**config.mk**
```make
export PLATFORM = sky130hd
export DESIGN_NAME = frame_stream_src
export DESIGN_NICKNAME = d
export VERILOG_FILES = /design/src/rtl/stream_pkg.sv /design/src/rtl/frame_ram.sv /design/src/rtl/frame_stream_src.sv
export SDC_FILE = /design/constraint.sdc
export NUM_CORES = 1
export LEC_CHECK = 0
export CAP_MARGIN = 10
export CORE_MARGIN = 4
export CORE_UTILIZATION = 40
export DETAILED_ROUTE_END_ITERATION = 12
export GPL_TIMING_DRIVEN = 0
export PLACE_DENSITY = 0.66
export SETUP_SLACK_MARGIN = 0.1
export SLEW_MARGIN = 20
export SYNTH_ARGS = -nofsm -noshare
export SYNTH_HDL_FRONTEND = slang
export SYNTH_HIERARCHICAL = 1
export SYNTH_SLANG_ARGS = --single-unit
```
**constraint.sdc**
```tcl
create_clock -name clk_in -period 3.7 [get_ports clk_in]
set_input_delay 0.74 -clock clk_in [delete_from_list [all_inputs] [get_ports clk_in]]
set_output_delay 0.74 -clock clk_in [all_outputs]
set_load 0.01 [all_outputs]
```
**src/rtl/stream_pkg.sv**
```systemverilog
// Shared defaults and FSM state type for the frame streaming blocks.
package stream_pkg;

  localparam int unsigned DEFAULT_DATA_WIDTH = 8;
  localparam int unsigned DEFAULT_ADDR_WIDTH = 6;

  typedef enum logic [1:0] {
    StIdle,
    StPrefetch,
    StStream,
    StDone
  } frame_state_e;

endpackage

```
**src/rtl/frame_ram.sv**
```systemverilog
// Simple dual-port frame buffer: one write port, one registered read port, no reset.
module frame_ram #(
  parameter int unsigned DATA_WIDTH = 8,
  parameter int unsigned ADDR_WIDTH = 6
) (
  input  logic                  clk_in,
  input  logic                  wr_en,
  input  logic [ADDR_WIDTH-1:0] wr_addr,
  input  logic [DATA_WIDTH-1:0] wr_data,
  input  logic [ADDR_WIDTH-1:0] rd_addr,
  output logic [DATA_WIDTH-1:0] rd_data
);

  localparam int unsigned DEPTH = 1 << ADDR_WIDTH;

  logic [DATA_WIDTH-1:0] mem [DEPTH];

  // Write port and registered read (read-during-write returns old data).
  always_ff @(posedge clk_in) begin
    if (wr_en) begin
      mem[wr_addr] <= wr_data;
    end
    rd_data <= mem[rd_addr];
  end

endmodule

```
**src/rtl/frame_stream_src.sv**
```systemverilog
// Streams a stored frame of FRAME_LEN samples out on an AXI-Stream-like port.
// Optional macro FRAME_LOOP_EN adds input loop_en for continuous frame replay.
module frame_stream_src
  import stream_pkg::*;
#(
  parameter int unsigned DATA_WIDTH = DEFAULT_DATA_WIDTH,
  parameter int unsigned ADDR_WIDTH = DEFAULT_ADDR_WIDTH,
  parameter int unsigned FRAME_LEN  = 10
) (
  input  logic                  clk_in,
  input  logic                  rst,
  input  logic                  wr_en,
  input  logic [ADDR_WIDTH-1:0] wr_addr,
  input  logic [DATA_WIDTH-1:0] wr_data,
  input  logic                  start,
`ifdef FRAME_LOOP_EN
  input  logic                  loop_en,
`endif
  output logic                  busy,
  output logic                  done,
  output logic                  m_axis_tvalid,
  input  logic                  m_axis_tready,
  output logic [DATA_WIDTH-1:0] m_axis_tdata,
  output logic [ADDR_WIDTH-1:0] m_axis_taddr,
  output logic                  m_axis_tlast
);

  localparam logic [ADDR_WIDTH-1:0] LAST_ADDR = ADDR_WIDTH'(FRAME_LEN - 1);

  frame_state_e          state_q;
  logic [ADDR_WIDTH-1:0] addr_q;
  logic [ADDR_WIDTH-1:0] addr_d;
  logic                  tvalid_q;
  logic                  tlast_q;
  logic                  busy_q;
  logic                  done_q;
  logic                  ram_we;
  logic [DATA_WIDTH-1:0] ram_rdata;
  logic                  loop_active;
  logic                  xfer;
  logic                  at_last;

`ifdef FRAME_LOOP_EN
  assign loop_active = loop_en;
`else
  assign loop_active = 1'b0;
`endif

  assign xfer    = tvalid_q && m_axis_tready;
  assign at_last = (addr_q == LAST_ADDR);

  // Buffer is frozen while a frame is in flight so a frame is never torn.
  assign ram_we = wr_en && (state_q == StIdle);

  frame_ram #(
    .DATA_WIDTH(DATA_WIDTH),
    .ADDR_WIDTH(ADDR_WIDTH)
  ) u_frame_ram (
    .clk_in (clk_in),
    .wr_en  (ram_we),
    .wr_addr(wr_addr),
    .wr_data(wr_data),
    .rd_addr(addr_d),
    .rd_data(ram_rdata)
  );

  // Next beat index; it doubles as the RAM read address so the read register
  // always holds the sample of the beat being presented (held during stalls).
  always_comb begin
    addr_d = addr_q;
    unique case (state_q)
      StIdle:     addr_d = '0;
      StPrefetch: addr_d = '0;
      StStream: begin
        if (xfer) begin
          addr_d = at_last ? '0 : addr_q + ADDR_WIDTH'(1);
        end
      end
      StDone:     addr_d = '0;
      default:    addr_d = '0;
    endcase
  end

  // Frame sequencing FSM with registered handshake and status outputs.
  always_ff @(posedge clk_in) begin
    if (rst) begin
      state_q  <= StIdle;
      addr_q   <= '0;
      tvalid_q <= 1'b0;
      tlast_q  <= 1'b0;
      busy_q   <= 1'b0;
      done_q   <= 1'b0;
    end else begin
      unique case (state_q)
        StIdle: begin
          done_q <= 1'b0;
          addr_q <= '0;
          if (start) begin
            state_q <= StPrefetch;
            busy_q  <= 1'b1;
          end
        end
        StPrefetch: begin
          state_q  <= StStream;
          addr_q   <= addr_d;
          tvalid_q <= 1'b1;
          tlast_q  <= (addr_d == LAST_ADDR);
        end
        StStream: begin
          if (xfer) begin
            if (at_last && !loop_active) begin
              state_q  <= StDone;
              addr_q   <= '0;
              tvalid_q <= 1'b0;
              tlast_q  <= 1'b0;
              busy_q   <= 1'b0;
              done_q   <= 1'b1;
            end else begin
              addr_q  <= addr_d;
              tlast_q <= (addr_d == LAST_ADDR);
            end
          end
        end
        StDone: begin
          state_q <= StIdle;
          done_q  <= 1'b0;
        end
        default: state_q <= StIdle;
      endcase
    end
  end

  assign busy          = busy_q;
  assign done          = done_q;
  assign m_axis_tvalid = tvalid_q;
  assign m_axis_taddr  = addr_q;
  assign m_axis_tlast  = tlast_q;
  // RAM read register is the data register; zero whenever no beat is presented.
  assign m_axis_tdata  = tvalid_q ? ram_rdata : '0;

endmodule

```
==> run metrics, run 1 <==
chip width 237 um; Hold Buf Count CTS 0; worst-skew pair later-pin latency 0.60 ns; HPWL Detailed 33.4 mm; Final Util 0.467; Tightest Hold Check Type flop to flop; largest net degree at the start of global routing 65; CP startpoint kind primary input; layout cells sized above 1 0.248; Pleak 0.00720 uW; start point of the critical path m_axis_tready; routability cong. 0.892; relative slew slack 0.291; post-layout power 12,400 uW; antenna violations before repair 2; Mapped Cells 1,043; clk_skew 0.0330 ns; GRT Overall Usage 0.183; wire length per cell 28.1 um; final-report hold violation count 0; FP Rows 83; Placed Cells 1,760; DRC viols 0; final cell count without fillers 1,854; I/O Buffers 31; CTS sink count 532; io pins 37; Peak VDD IR 0.339 mV; outcome completed; Post-Synthesis Cell Area 21,000 um2; Antenna Cells 0; RSZ-0062 raised after global routing yes; Tcrit/Tclk final 0.963; DRT Wirelength 52.0 mm; DR vias 10,916; Root Driver clkbuf_16; CP Capture Type flop; Worst Path Required 4.10 ns; Die H 237 um; sequential fraction of the synthesis area 0.750; initial DRC count 1,276; Register-to-Register Setup Slack 0.15 ns; Ys Warns 6; Yosys cell types 57; Via density 5.89; fillers 4,301; post-CTS setup repair buffer count 0; cts bufs inserted 52; final setup violating endpoints 0; H-tree depth 2; hold path startpoint done; post-route ant nets 0; Die ar. 56,300 um2; Max-Cap Viols 0; worst-path fanout max 10; Post-Syn Nets 1,069; Max Clk Rate 281 MHz; worst-case clock buffer depth 3; core area 51,700 um2; synthesis-to-finish area growth 14.7%; Critical R2R Launch m_axis_taddr[0]; Initial Util 0.407; WS Path Type primary input to flop; Crit path arrival time 3.96 ns; total gr overflow 0; number of synthesized flops with an enable pin 512; Slew @ Worst Pin 1.06 ns; vias in the first global route 10,823; DRT Pass-1 Iters 5; pwr/cell area 512 nW/um2; Seq cells post-synth 532; Min Clock Period, post-route 3.56 ns; CTS clk-pin slew, worst paths 0.06 ns; Synth Area per Inst 20.2 um2; prevailing post-synth register cell edfxtp_1; Nets 1,160; Async SR Flop Fraction 0; final max-slew violation count 0; first-pass GRT wire length 75.3 mm; CTS tree built
-- logic make-up after synthesis --
kind of cell | count (synthesis) | synth area share
multiplexers | 163 | 0.153
XOR/XNOR | 2 | 0.000833
flip-flops | 532 | 0.750
buffers and inverters | 61 | 0.0169
AO/OA/AOI/OAI | 83 | 0.0304
adder cells (fa/ha/maj) | 7 | 0.00416
AND/OR/NAND/NOR | 195 | 0.0447
-- per-stage QoR --
| step | worst slack [ns] | setup TNS (ns) | hold slack [ns] | area (um2) |
|---|---|---|---|---|
| finish | 0.137 | 0 | 0.503 | 24100 |
| global route | 0.0736 | 0 | 0.537 | 24100 |
| CTS | 0.0837 | 0 | 0.502 | 24000 |
| detailed placement | -1.15 | -8.24 | 0.491 | 22300 |
| global placement | -1.18 | -8.13 | 0.481 | 22200 |
| floorplan | 0.742 | 0 | 0.501 | 21000 |
-- layer usage --
layer  vias up  GRT usage  wire, um
li1       4493          -         -
met1      5761      0.249     20800
met2       568      0.288     24700
met3        92     0.0537      5100
met4         2     0.0573      1440
met5         -          0         8
-- layout make-up --
class,instances,area [um2],share of cell area
clock inverters,25,183,0.00757
multi-input cells,450,5030,0.208
inverters,6,22.5,0.000933
repair buffers,37,395,0.0164
plain buffers,55,513,0.0213
well taps,680,851,0.0352
clock buffers,69,1370,0.0566
flip-flops and latches,532,15800,0.654
-- registers in the layout (all words and copies together), names as in the netlist --
name                 count
state_q                  2
m_axis_tlast             1
m_axis_taddr             6
u_frame_ram/mem        512
u_frame_ram/rd_data      8
done                     1
busy                     1
m_axis_tvalid            1
-- cell usage after synthesis (5+ instances only) --
master	number	share of area
a21oi_1	10	0.0024
buf_2	12	0.0029
nor2_1	89	0.016
o21ai_0	5	0.0012
mux4_2	126	0.13
nand2b_1	9	0.0027
a22oi_1	7	0.0025
mux2_2	13	0.0070
a211oi_1	5	0.0018
nor3_1	9	0.0021
buf_4	13	0.0046
inv_1	6	0.0011
o221ai_1	8	0.0033
edfxtp_1	512	0.73
clkbuf_1	20	0.0036
a221oi_1	6	0.0025
dfxtp_1	20	0.019
mux2i_1	24	0.011
ha_1	7	0.0042
o22ai_1	8	0.0024
and2_1	14	0.0042
nor2b_1	14	0.0042
nand2_1	24	0.0043
nand3_1	16	0.0038
-- worst paths after layout --
kind                            endpoint  depth (start not counted)
hold reg to reg                     done                          2
setup reg to reg  u_frame_ram/rd_data[3]                         12
hold / removal                      done                          2
setup / recovery  u_frame_ram/rd_data[3]                         13
-- critical path, cell delays in order --
cell             delay, ns
clkdlybuf4s50_1       0.44
and2_1                0.17
clkbuf_2              0.16
nand3_2               0.16
and3_1                0.33
clkbuf_4              0.27
buf_4                 0.24
clkbuf_4              0.33
buf_6                 0.26
mux2i_2               0.35
a21oi_2               0.16
o21ai_1               0.18
o41ai_2               0.16
-- cell usage in the layout, fill, tap and decap left out, types with 9 or more instances in the layout --
cell type	count
and2_1	14
buf_12	10
buf_8	10
clkbuf_1	27
clkbuf_16	52
clkdlybuf4s50_1	23
clkinv_1	14
dfxtp_1	19
edfxtp_1	512
mux2_2	13
mux2i_1	21
mux4_2	126
nand2_1	24
nand2b_1	9
nand3_1	15
nor2_1	89
nor2b_1	14
-- power breakdown --
group          switching [uW]  internal, uW
combinational             488           290
clock                    2170          2730
sequential               27.5          6660
-- timing repair --
item                                    in CTS  in global routing
pin swaps                                    0                  1
endpoints found under the setup margin       8                  8
endpoints found under the hold margin        0                  0
resized for setup                           41                 53
No activity file was read; power rests on OpenSTA's default activity.
==> run 2, diff against run 1 <==
--- a/config.mk
+++ b/config.mk
@@ -9,6 +9,6 @@
 export CORE_MARGIN = 4
-export CORE_UTILIZATION = 40
+export CORE_UTILIZATION = 62
 export DETAILED_ROUTE_END_ITERATION = 12
 export GPL_TIMING_DRIVEN = 0
-export PLACE_DENSITY = 0.66
+export PLACE_DENSITY = 0.9
 export SETUP_SLACK_MARGIN = 0.1
==> constraint.sdc (replaced) <==
create_clock -name clk_in -period 3.7 [get_ports clk_in]
set_input_delay 0.925 -clock clk_in [delete_from_list [all_inputs] [get_ports clk_in]]
set_output_delay 0.925 -clock clk_in [all_outputs]
set_load 0.01 [all_outputs]
==> run metrics, run 2 (synthesized netlist as in run 1, its figures left out) <==
outcome completed; first-pass GRT wire length 78.3 mm; Worst Path Required 4.17 ns; CTS sink count 532; Antenna Cells 0; relative slew slack 0.295; worst-path fanout max 10; post-layout power 12,400 uW; WP buf/inv 5; Max Clk Rate 274 MHz; HPWL Detailed 33.8 mm; Peak VDD IR 0.457 mV; initial DRC count 2,184; Biggest register u_frame_ram/mem; Pleak 0.00727 uW; post-route ant nets 0; Hold Buf Count CTS 0; core area 33,500 um2; final setup margin 0.0569 ns; Tcrit/Tclk final 0.985; CP startpoint kind primary input; CP Capture Type flop; worst-path cell chain clkdlybuf4s50_1, nand2_2, o31ai_2, and2_1, buf_4, buf_4, buf_4, buf_4, nor2_1, nor4_1, nor3_2, o32ai_1; Crit path arrival time 4.11 ns; CTS clk-pin slew, worst paths 0.07 ns; clk_skew 0.0252 ns; max reg flops 512; Nets 1,163; worst-skew pair later-pin latency 0.57 ns; Slew @ Worst Pin 1.05 ns; chip width 192 um; DRT Pass-1 Iters 8; Max-Cap Viols 0; WS Path Type primary input to flop; DR vias 11,624; antenna violations before repair 1; crit-path max cell delay 0.51 ns; setup tns final 0 ns; Via density 7.17; GRT Overall Usage 0.296; dpl ws -1.26 ns; FP Rows 67; Hold Worst Slack 0.503 ns; most common cell after layout, fill and taps aside edfxtp_1; routability cong. 0.977; Die H 192 um; critical path's most frequent cell buf_4; synthesis-to-finish area growth 13.9%; io pins 37; cts bufs inserted 50; I/O Buffers 31; Root Driver clkbuf_16; Initial Util 0.627; fillers 1,866; layout cells sized above 1 0.263; CP max-delay cell clkdlybuf4s50_1; Die ar. 36,900 um2; final max-slew violation count 0; final-report hold violation count 0; wire length per cell 33.4 um; Tightest Hold Check Type flop to flop; CTS tree built; H-tree depth 2; most frequent cells in the layout edfxtp_1, mux4_2, nor2_1; DRC viols 0; pwr/cell area 517 nW/um2; DRT Wirelength 54.1 mm; vias in the first global route 11,565; cell family with most CP delay buffers and inverters; Register Area 15,800 um2; final setup violating endpoints 0; Multi-input gate area 5080 um2; Min Clock Period, post-route 3.64 ns; total gr overflow 0; RSZ-0062 raised after global routing yes; worst-case clock buffer depth 3; largest net degree at the start of global routing 41
run 2: repair_timing:
action	in CTS	in global routing
resized for setup	58	31
endpoints found under the setup margin	8	8
gates cloned	0	0
pin swaps	0	2
setup buffers	0	3
run 2: area by class of cell:
| cell class | instances | share of cell area |
|---|---|---|
| Sequential cell | 532 | 0.658 |
| Multi-Input combinational cell | 450 | 0.212 |
| Clock buffer | 59 | 0.0545 |
| Tap cell | 448 | 0.0234 |
| Buffer | 55 | 0.0206 |
| Timing Repair Buffer | 42 | 0.0198 |
| Clock inverter | 30 | 0.0101 |
| Inverter | 6 | 0.000940 |
run 2: routing by layer:
metal  vias up  share of wire  global-route usage
met4         0          0.050               0.116
met2      1079           0.47               0.455
li1       4493              -                   -
met5         -              0                   0
met1      5834           0.33               0.409
met3       218           0.15              0.0894
run 2: metrics by stage:
step	instances	utilization	instance area, um2
after floorplan	1043	-	21000
after global routing	1622	0.715	24000
after global placement	1522	0.653	21900
after CTS	1619	0.710	23800
after detailed placement	1530	0.658	22100
final	1622	0.715	24000
run 2: power by group:
group	internal (uW)	switching, uW
sequential	6660	30.0
clock	2740	2150
combinational	297	505
run 2: worst paths after layout:
check,from,end,slack [ns],cells past startpoint
setup / recovery,m_axis_tready,u_frame_ram/rd_data[4],0.06,12
hold / removal,done,done,0.50,2
setup reg to reg,m_axis_taddr[1],u_frame_ram/rd_data[4],0.09,13
hold reg to reg,done,done,0.50,2
run 2: tightest hold or removal path: stages (launching register included):
cell	delay, ns
dfxtp_1	0.33
nand3_1	0.06
a21oi_1	0.06
